--- config.mk ---
export PLATFORM = sky130hd
export DESIGN_NAME = sfp_link_supervisor
export DESIGN_NICKNAME = d
export VERILOG_FILES = /design/src/rtl/sfp_link_pkg.sv /design/src/rtl/sfp_level_filter.sv /design/src/rtl/sfp_link_supervisor.sv
export SDC_FILE = /design/constraint.sdc
export NUM_CORES = 1
export LEC_CHECK = 0
export ABC_AREA = 1
export ABC_CLOCK_PERIOD_IN_PS = 2650
export CAP_MARGIN = 20
export CORE_UTILIZATION = 31
export CTS_BUF_LIST = sky130_fd_sc_hd__clkbuf_8 sky130_fd_sc_hd__clkbuf_16
export CTS_CLUSTER_DIAMETER = 60
export DETAILED_ROUTE_END_ITERATION = 10
export DONT_BUFFER_PORTS = 1
export GPL_TIMING_DRIVEN = 0
export SLEW_MARGIN = 20
export SYNTH_ARGS = -nofsm -noshare
export SYNTH_HDL_FRONTEND = slang
export SYNTH_SLANG_ARGS = --single-unit
--- constraint.sdc ---
create_clock -name aurora_axis_aclk -period 2.65 [get_ports aurora_axis_aclk]
set_input_delay 0.3975 -clock aurora_axis_aclk [delete_from_list [all_inputs] [get_ports aurora_axis_aclk]]
set_output_delay 0.3975 -clock aurora_axis_aclk [all_outputs]
set_load 0.01 [all_outputs]
--- src/rtl/sfp_link_pkg.sv ---
// rtl/sfp_link_pkg.sv - state encoding and default timing for the SFP/Aurora link supervisor
package sfp_link_pkg;

    typedef enum logic [2:0] {
        ST_IDLE    = 3'd0,
        ST_SEQ     = 3'd1,
        ST_WAIT_UP = 3'd2,
        ST_LINK_UP = 3'd3,
        ST_FAIL    = 3'd4
    } sfp_state_e;

    localparam int unsigned DEF_T_PB_ON     = 100;
    localparam int unsigned DEF_T_PMA_ON    = 300;
    localparam int unsigned DEF_T_PMA_OFF   = 200_050_000;
    localparam int unsigned DEF_T_PB_OFF    = 200_100_000;
    localparam int unsigned DEF_T_INIT_DONE = 200_200_000;
    localparam int unsigned DEF_T_UP_TO     = 60_000_000;
    localparam int unsigned DEF_UP_FILT     = 16;
    localparam int unsigned DEF_DROP_FILT   = 16;
    localparam int unsigned DEF_MAX_RETRY   = 3;
    localparam int unsigned DEF_CNT_W       = 28;

endpackage

--- src/rtl/sfp_level_filter.sv ---
// rtl/sfp_level_filter.sv - run-length filter flagging N consecutive high or low samples
module sfp_level_filter #(
    parameter int unsigned N = 16
) (
    input  logic aurora_axis_aclk,
    input  logic aurora_axis_aresetn,
    input  logic level,
    output logic stable_high,
    output logic stable_low
);

    localparam int unsigned CW = $clog2(N + 1);
    localparam logic [CW:0] N_L = (CW + 1)'(N);

    logic          run_lvl;
    logic [CW-1:0] run_cnt;
    logic [CW:0]   run_len;

    // run_len includes the current sample, so the flag is valid in the cycle the Nth sample arrives
    assign run_len     = (level == run_lvl) ? ({1'b0, run_cnt} + (CW + 1)'(1)) : (CW + 1)'(1);
    assign stable_high = level && (run_len >= N_L);
    assign stable_low  = !level && (run_len >= N_L);

    always_ff @(posedge aurora_axis_aclk or negedge aurora_axis_aresetn) begin
        if (!aurora_axis_aresetn) begin
            run_lvl <= 1'b0;
            run_cnt <= '0;
        end else begin
            run_lvl <= level;
            run_cnt <= (run_len > N_L) ? CW'(N) : run_len[CW-1:0];
        end
    end

endmodule

--- src/rtl/sfp_link_supervisor.sv ---
// rtl/sfp_link_supervisor.sv - Aurora reset_pb/pma_init sequencer with link-up watch and retry
module sfp_link_supervisor
    import sfp_link_pkg::*;
#(
    parameter int unsigned T_PB_ON     = DEF_T_PB_ON,
    parameter int unsigned T_PMA_ON    = DEF_T_PMA_ON,
    parameter int unsigned T_PMA_OFF   = DEF_T_PMA_OFF,
    parameter int unsigned T_PB_OFF    = DEF_T_PB_OFF,
    parameter int unsigned T_INIT_DONE = DEF_T_INIT_DONE,
    parameter int unsigned T_UP_TO     = DEF_T_UP_TO,
    parameter int unsigned UP_FILT     = DEF_UP_FILT,
    parameter int unsigned DROP_FILT   = DEF_DROP_FILT,
    parameter int unsigned MAX_RETRY   = DEF_MAX_RETRY,
    parameter int unsigned CNT_W       = DEF_CNT_W
) (
    input  logic       aurora_axis_aclk,
    input  logic       aurora_axis_aresetn,
    input  logic       i_channel_up,
    input  logic       i_retrain,
    output logic       reset_pb,
    output logic       pma_init,
    output logic       o_aurora_init_flag,
    output logic       o_link_ok,
    output logic       o_link_fail,
    output logic [3:0] o_retry_cnt,
    output logic [2:0] o_state
);

    if (!(T_PB_ON < T_PMA_ON && T_PMA_ON < T_PMA_OFF && T_PMA_OFF < T_PB_OFF &&
          T_PB_OFF < T_INIT_DONE && 64'(T_INIT_DONE) < (64'd1 << CNT_W) &&
          64'(T_UP_TO) < (64'd1 << CNT_W) && MAX_RETRY <= 15)) begin : g_bad_params
        $error("sfp_link_supervisor: illegal timing parameters");
    end

    localparam logic [CNT_W-1:0] PB_ON     = CNT_W'(T_PB_ON);
    localparam logic [CNT_W-1:0] PMA_ON    = CNT_W'(T_PMA_ON);
    localparam logic [CNT_W-1:0] PMA_OFF   = CNT_W'(T_PMA_OFF);
    localparam logic [CNT_W-1:0] PB_OFF    = CNT_W'(T_PB_OFF);
    localparam logic [CNT_W-1:0] INIT_DONE = CNT_W'(T_INIT_DONE);
    localparam logic [CNT_W-1:0] UP_TO     = CNT_W'(T_UP_TO);
    localparam logic [CNT_W-1:0] TIMER_MAX = '1;
    localparam logic [3:0]       MAX_R     = 4'(MAX_RETRY);

    sfp_state_e       state, state_nxt;
    logic [CNT_W-1:0] timer, timer_nxt;
    logic [3:0]       retry_cnt, retry_nxt;
    logic             reset_pb_nxt, pma_init_nxt;
    logic             retry_take, retrain_hit;
    logic             up_stable, drop_stable, up_unused_low, drop_unused_high;

    sfp_level_filter #(.N(UP_FILT)) u_up_filter (
        .aurora_axis_aclk    (aurora_axis_aclk),
        .aurora_axis_aresetn (aurora_axis_aresetn),
        .level               (i_channel_up),
        .stable_high         (up_stable),
        .stable_low          (up_unused_low)
    );

    sfp_level_filter #(.N(DROP_FILT)) u_drop_filter (
        .aurora_axis_aclk    (aurora_axis_aclk),
        .aurora_axis_aresetn (aurora_axis_aresetn),
        .level               (i_channel_up),
        .stable_high         (drop_unused_high),
        .stable_low          (drop_stable)
    );

    always_comb begin
        state_nxt    = state;
        retry_nxt    = retry_cnt;
        reset_pb_nxt = 1'b0;
        pma_init_nxt = 1'b0;
        retry_take   = 1'b0;
        retrain_hit  = i_retrain && (state != ST_IDLE);
        case (state)
            ST_IDLE: state_nxt = ST_SEQ;
            ST_SEQ: begin
                if (timer == INIT_DONE) begin
                    state_nxt = ST_WAIT_UP;
                end else begin
                    reset_pb_nxt = (timer >= PB_ON) && (timer < PB_OFF);
                    pma_init_nxt = (timer >= PMA_ON) && (timer < PMA_OFF);
                end
            end
            ST_WAIT_UP: begin
                if (up_stable) begin
                    state_nxt = ST_LINK_UP;
                    retry_nxt = 4'd0;
                end else if (timer == UP_TO) begin
                    retry_take = 1'b1;
                end
            end
            ST_LINK_UP: retry_take = drop_stable;
            ST_FAIL:    reset_pb_nxt = 1'b1;
            default:    state_nxt = ST_IDLE;
        endcase
        if (retry_take) begin
            if (retry_cnt == MAX_R) begin
                state_nxt    = ST_FAIL;
                reset_pb_nxt = 1'b1;
            end else begin
                state_nxt = ST_SEQ;
                retry_nxt = retry_cnt + 4'd1;
            end
        end
        // a retrain overrides every other outcome in the same cycle
        if (retrain_hit) begin
            state_nxt    = ST_SEQ;
            retry_nxt    = 4'd0;
            reset_pb_nxt = 1'b0;
            pma_init_nxt = 1'b0;
        end
        if (retrain_hit || (state_nxt != state)) begin
            timer_nxt = '0;
        end else if ((state == ST_SEQ) || (state == ST_WAIT_UP)) begin
            timer_nxt = (timer == TIMER_MAX) ? timer : timer + CNT_W'(1);
        end else begin
            timer_nxt = timer;
        end
    end

    always_ff @(posedge aurora_axis_aclk or negedge aurora_axis_aresetn) begin
        if (!aurora_axis_aresetn) begin
            state     <= ST_IDLE;
            timer     <= '0;
            retry_cnt <= 4'd0;
            reset_pb  <= 1'b0;
            pma_init  <= 1'b0;
        end else begin
            state     <= state_nxt;
            timer     <= timer_nxt;
            retry_cnt <= retry_nxt;
            reset_pb  <= reset_pb_nxt;
            pma_init  <= pma_init_nxt;
        end
    end

    assign o_aurora_init_flag = (state == ST_WAIT_UP) || (state == ST_LINK_UP);
    assign o_link_ok          = (state == ST_LINK_UP);
    assign o_link_fail        = (state == ST_FAIL);
    assign o_retry_cnt        = retry_cnt;
    assign o_state            = state;

endmodule

[Word-level counts from Yosys, hierarchy flattened]
Cells that the tools add are included.
Storage, ports and cells
  bits in registers: 48
  input port bits: 4
Operators by class
  add/subtract/negate cells: 4
  magnitude comparators: 8
  equal/unequal tests: 11
  mux-type cells: 29
  reduce and logical (&&, ||, !) cells: 14
Operators by type and width (number)
  28-bit 2-to-1 mux: 3
  28-bit == test, second input constant: 2
  28-bit less-than comparator, second input constant: 2
  28-bit by 1-bit adder with 28-bit output, second input constant: 1
  28-bit by 26-bit == test with 1-bit output, second input constant: 1
  28-bit by 7-bit >= comparator with 1-bit output, second input constant: 1
  28-bit by 9-bit >= comparator with 1-bit output, second input constant: 1
  4-bit 2-to-1 mux: 5
  3-bit 2-to-1 mux: 5
  5-bit by 1-bit adder with 6-bit output, second input constant: 2
  6-bit by 5-bit >= comparator with 1-bit output, second input constant: 2
  6-bit by 5-bit > comparator with 1-bit output, second input constant: 2
  6-bit 2-to-1 mux: 2
  3-bit case mux with 4 select lines: 1
  5-bit 2-to-1 mux: 2
  1-bit 2-to-1 mux: 9
  3-bit by 2-bit == test with 1-bit output, second input constant: 2
  1-bit logical AND: 5
  4-bit by 1-bit adder with 4-bit output, second input constant: 1
  4-bit by 2-bit == test with 1-bit output, second input constant: 1
  1-bit case mux with 2 select lines: 2
  3-bit by 1-bit == test with 1-bit output, second input constant: 1
  3-bit == test, second input constant: 1
  3-bit logical NOT: 1
  other kinds (9): 11

[Logic depth before layout (Yosys ltp)]
  word-level depth: 12
  depth in mapped cells: 18
  mapped depth without buffers: 16

[By module]
Synthesis repeated with hierarchy kept, for this count alone.
Unflattened totals
  cells, all modules: 489
  area, all modules: 3465.8 um^2
Modules (own cells, without submodules)
  sfp_link_supervisor: instances 1, cells each 387, area each 2720.1 um^2
  sfp_level_filter: instances 2, cells each 51, area each 372.9 um^2

[Least setup slack after synthesis]
Ideal clock, no wire load.
  path type: reg2reg
  start point: reg u_drop_filter.run_cnt[0]
  end point: reg timer[16]
  setup time: 0.069 ns
  arrival: 1.847 ns
  required time: 2.581 ns
  slack: 0.734 ns
  cell stages (with the launch flop): 18
  path buffers: 1
  period minus slack after synthesis: 1.916 ns
  path through: dfrtp_1 -> ha_1 -> nand2_1 -> inv_1 -> nand3_1 -> nand3_2 -> nand2_2 -> nand2_2 -> nand2_4 -> inv_4 -> nand2_2 -> nand2_2 -> nand2_1 -> nand2_2 -> nor2_8 -> inv_4 -> buf_8 -> nor2_2
On the way
  word-level cells in the longest chain between the ends: 11
RTL lines
  start: declaration: RTL line sfp_level_filter.sv:16  | logic [CW-1:0] run_cnt;
  start signal: assignment: RTL line sfp_level_filter.sv:30  | run_cnt <= (run_len > N_L) ? CW'(N) : run_len[CW-1:0];
  5-bit by 1-bit adder with 6-bit output (*): RTL line sfp_level_filter.sv:20  | assign run_len = (level == run_lvl) ? ({1'b0, run_cnt} + (CW + 1)'(1)) : (CW + 1)'(1);
  6-bit 2-to-1 mux (*): RTL line sfp_level_filter.sv:20
  6-bit by 5-bit >= comparator with 1-bit output (*)
  1-bit logical AND (*): RTL line sfp_level_filter.sv:22  | assign stable_low = !level && (run_len >= N_L);
  1-bit case mux with 2 select lines (*): RTL line sfp_link_supervisor.sv:74  | case (state)
  3-bit 2-to-1 mux (*): RTL line sfp_link_supervisor.sv:96  | if (retry_take) begin
  3-bit 2-to-1 mux (*): RTL line sfp_link_supervisor.sv:106  | if (retrain_hit) begin
  named net state_nxt[0]: RTL line sfp_link_supervisor.sv:44  | sfp_state_e state, state_nxt;
  3-bit inequality test (*): RTL line sfp_link_supervisor.sv:112  | if (retrain_hit || (state_nxt != state)) begin
  1-bit logical OR (*): RTL line sfp_link_supervisor.sv:112
  2-bit inequality test (no source line) / 2-bit nonzero test (equally long branches)
  2-bit AND reduction (no source line)
  end signal: assignment: RTL line sfp_link_supervisor.sv:130  | timer <= timer_nxt;
  end: declaration: RTL line sfp_link_supervisor.sv:45  | logic [CNT_W-1:0] timer, timer_nxt;
Mark *: on every way through the listed nets, which the timed path passes. The rest lies on a longest branch.
A chain may end at the register's enable or synchronous reset.

[Final worst setup path]
  start point: reg timer[0]
  end point: reg timer[21]
On the way
  word-level cells in the longest chain between the ends: 10
RTL lines
  28-bit by 26-bit == test with 1-bit output: RTL line sfp_link_supervisor.sv:88  | end else if (timer == UP_TO) begin
  1-bit 2-to-1 mux: RTL line sfp_link_supervisor.sv:88
  1-bit 2-to-1 mux: RTL line sfp_link_supervisor.sv:85  | if (up_stable) begin
  1-bit case mux with 2 select lines: RTL line sfp_link_supervisor.sv:74
  3-bit 2-to-1 mux: RTL line sfp_link_supervisor.sv:96
  3-bit 2-to-1 mux: RTL line sfp_link_supervisor.sv:106
  3-bit inequality test: RTL line sfp_link_supervisor.sv:112
  1-bit logical OR: RTL line sfp_link_supervisor.sv:112
  2-bit inequality test (no source line) / 2-bit nonzero test (equally long branches)
  2-bit AND reduction (no source line)
Parallel ways exist; a longest one is shown, timed or not. The select of a mux whose other input is x is not followed.

==> flow_summary.toml <==
[clock_tree]
numCtsBuffers = 5
root_buffer = "clkbuf_8"
h-tree-depth = 2
clkLatencyLatePin_ps = 310
postCtsSetupBuffers = 0
cts_tree = "done"
ctsLongestPathBuffers = 2
cts.sinks = 48
clkTransAtPathRegs_ps = 90

[global_route]
grtUsageTotal = 0.150
grt_antenna_before_repair = 0
grt_pass1_vias = 2942
grt_max_degree = 49
grt_pass1_wl_um = 13800
grt-ovfl-total = 0

[synthesis]
ys_ff_latch = 48
synth_edf_count = 0
syn_inst = 475
synth.net_count = 484
yosys.cell_types.count = 40
syn_area_mm2 = 0.00342
synthArstFlopShare = 1.00
yosysWarnings = 0
yosysSeqAreaShare = 0.351
syn_avg_cell_area_um2 = 7.20
synth_flop_cell = "dfrtp_1"

[die]
core_mm2 = 0.0105
fp.dieW_um = 107
rows = 37
start_util = 0.325
dieArea_mm2 = 0.0115
io-pin-count = 16
die_h_um = 107

[drt]
drt_iter0_drc = 259
num_vias = 2980
routed_wl_um = 7940
drtPass1Iterations = 4
avgViaCountPerCell = 4.81
wl_per_cell_um = 12.8
drc = 0
ant_nets = 0

[sta]
slew_headroom = 0.699
finalCritPeriodShare = 0.887
setup_viol = 0
tightest_slew_ps = 452
fin_skew_ps = 12.8
whs_ps = 114
max_freq_mhz = 426
rsz0062_at_grt = "no"
hold_viol = 0
finalSetupTns_ps = 0
fin_crit_ps = 2350
slew_viol_final = 0

[layout]
fillers = 1120
drive_gt1_frac = 0.126
diodes = 0
syn2layout_area_growth_pct = 8.35
num-nets-final = 493

[power_and_ir_drop]
leakage_nw = 1.83
max-vdd-ir-drop_v = 0.000154
powerDensity_mw_per_mm2 = 353

[critical_path]
required_ps = 2900
cp-end-kind = "flop"
criticalPathCategory = "reg -> reg"
critPathMaxFanout = 10
r2r_slack_ps = 300
cp-start-kind = "flop"
worstPathArrival_ps = 2600

[worst_hold_path]
hp-class = "in -> reg"

[outcome]
status = "completed"

[placement]
io_buffers = 0
place_congestion = 0.929
dp_hpwl_um = 6200

[run]
maxCapViolCount = 0
[stage by stage]
stage,setup WS [ps],instance area (µm²),power [mW],instances,util
finish,300,3700,1.31,620,0.352
global route,4.41,3700,1.38,620,0.352
CTS,299,3700,1.32,620,0.352
detailed placement,346,3590,0.875,611,0.341
global placement,307,3590,0.872,611,0.341
floorplan,734,3420,0.855,475,-
[path summary, 6_finish.rpt]
check | depth (start not counted) | end | start
setup / recovery | 13 | timer[21] | timer[0]
hold / removal | 0 | u_drop_filter.run_lvl | i_channel_up
setup reg to reg | 13 | timer[21] | timer[0]
hold reg to reg | 1 | u_drop_filter.run_cnt[0] | u_drop_filter.run_cnt[0]
max in group asynchronous | 2 | timer[0] | aurora_axis_aresetn
min in group asynchronous | 2 | o_retry_cnt[1] | aurora_axis_aresetn
[flip-flops by register name, indices dropped and copies added, names as in the netlist]
| register | count |
|---|---|
| u_drop_filter.run_cnt | 5 |
| o_state | 3 |
| reset_pb | 1 |
| o_retry_cnt | 4 |
| pma_init | 1 |
| u_up_filter.run_cnt | 5 |
| timer | 28 |
| u_drop_filter.run_lvl | 1 |
[per-layer routing]
metal  vias to the layer above  routed length [µm]  GRT usage
li1                       1517                   -          -
met5                         -                   0          0
met1                      1388                3950      0.207
met2                        67                3530      0.243
met3                         8                 374     0.0231
met4                         0                  91     0.0391
[synth_stat cells, drive strengths merged, types with 7 or more instances]
library cell | n | area share
xor2 | 20 | 0.051
nor2 | 83 | 0.12
buf | 10 | 0.025
a21oi | 7 | 0.014
nor4 | 8 | 0.016
nand2 | 106 | 0.13
nand3 | 57 | 0.088
nor3 | 10 | 0.021
xnor2 | 7 | 0.018
nand4 | 11 | 0.020
inv | 79 | 0.088
dfrtp | 48 | 0.35
[worst max-delay path, stage by stage, from the launching register on]
cell	delay, ps
dfrtp_1	420
ha_1	230
inv_1	50
nor2_1	150
nand2_1	140
nor2_1	180
nand2_1	100
nor2_1	170
nand4_1	130
nand2_1	110
buf_4	200
buf_2	240
nand3_1	100
nand2_1	70
[power breakdown]
group	total, mW	internal (mW)	leakage, nW	switching, mW
clock	0.426	0.176	0.0452	0.250
sequential	0.762	0.749	0.651	0.0135
combinational	0.118	0.0443	1.13	0.0734
total	1.31	0.969	1.83	0.336
[timing repair]
item / CTS / global route
resized for setup: 0 / 0
hold buffers: 2 / 0
endpoints found under the hold margin: 48 / 0
[layout make-up]
cell class                      instances  area (µm²)  share of cell area
Timing Repair Buffer                    2        37.5              0.0101
Clock inverter                          2        8.76             0.00236
Sequential cell                        48        1200               0.324
Tap cell                              136         170              0.0459
Multi-Input combinational cell        337        1830               0.493
Buffer                                 10        85.1              0.0230
Clock buffer                            5        68.8              0.0186
Inverter                               80         305              0.0824
[cell usage in the layout, fill, tap and decap left out, drive strengths merged]
cell | synthesis | routed
a31oi | 5 | 5
o211ai | 4 | 4
nor4 | 8 | 8
a21oi | 7 | 7
nor3b | 2 | 2
xnor2 | 7 | 7
o2111ai | 1 | 1
nand4 | 11 | 11
ha | 5 | 5
nor2 | 83 | 83
a22oi | 2 | 2
nand3b | 2 | 2
nor3 | 10 | 10
clkinv | 1 | 2
o21ai | 5 | 5
nand3 | 57 | 57
nand2 | 106 | 106
dlygate4sd3 | 0 | 1
inv | 79 | 80
buf | 10 | 11
dfrtp | 48 | 48
o21bai | 1 | 1
clkbuf | 0 | 5
xor2 | 20 | 20
a211oi | 1 | 1
[kinds of logic after synthesis]
group,after synthesis,synth area share
buffers and inverters,90,0.114
DFF,48,0.351
AOI/OAI and AO/OA,26,0.0512
xor gates and xnor gates,27,0.0692
adders and majority gates,5,0.0183
and+or+nand+nor,279,0.396
Power figures use the tool's default switching activity.
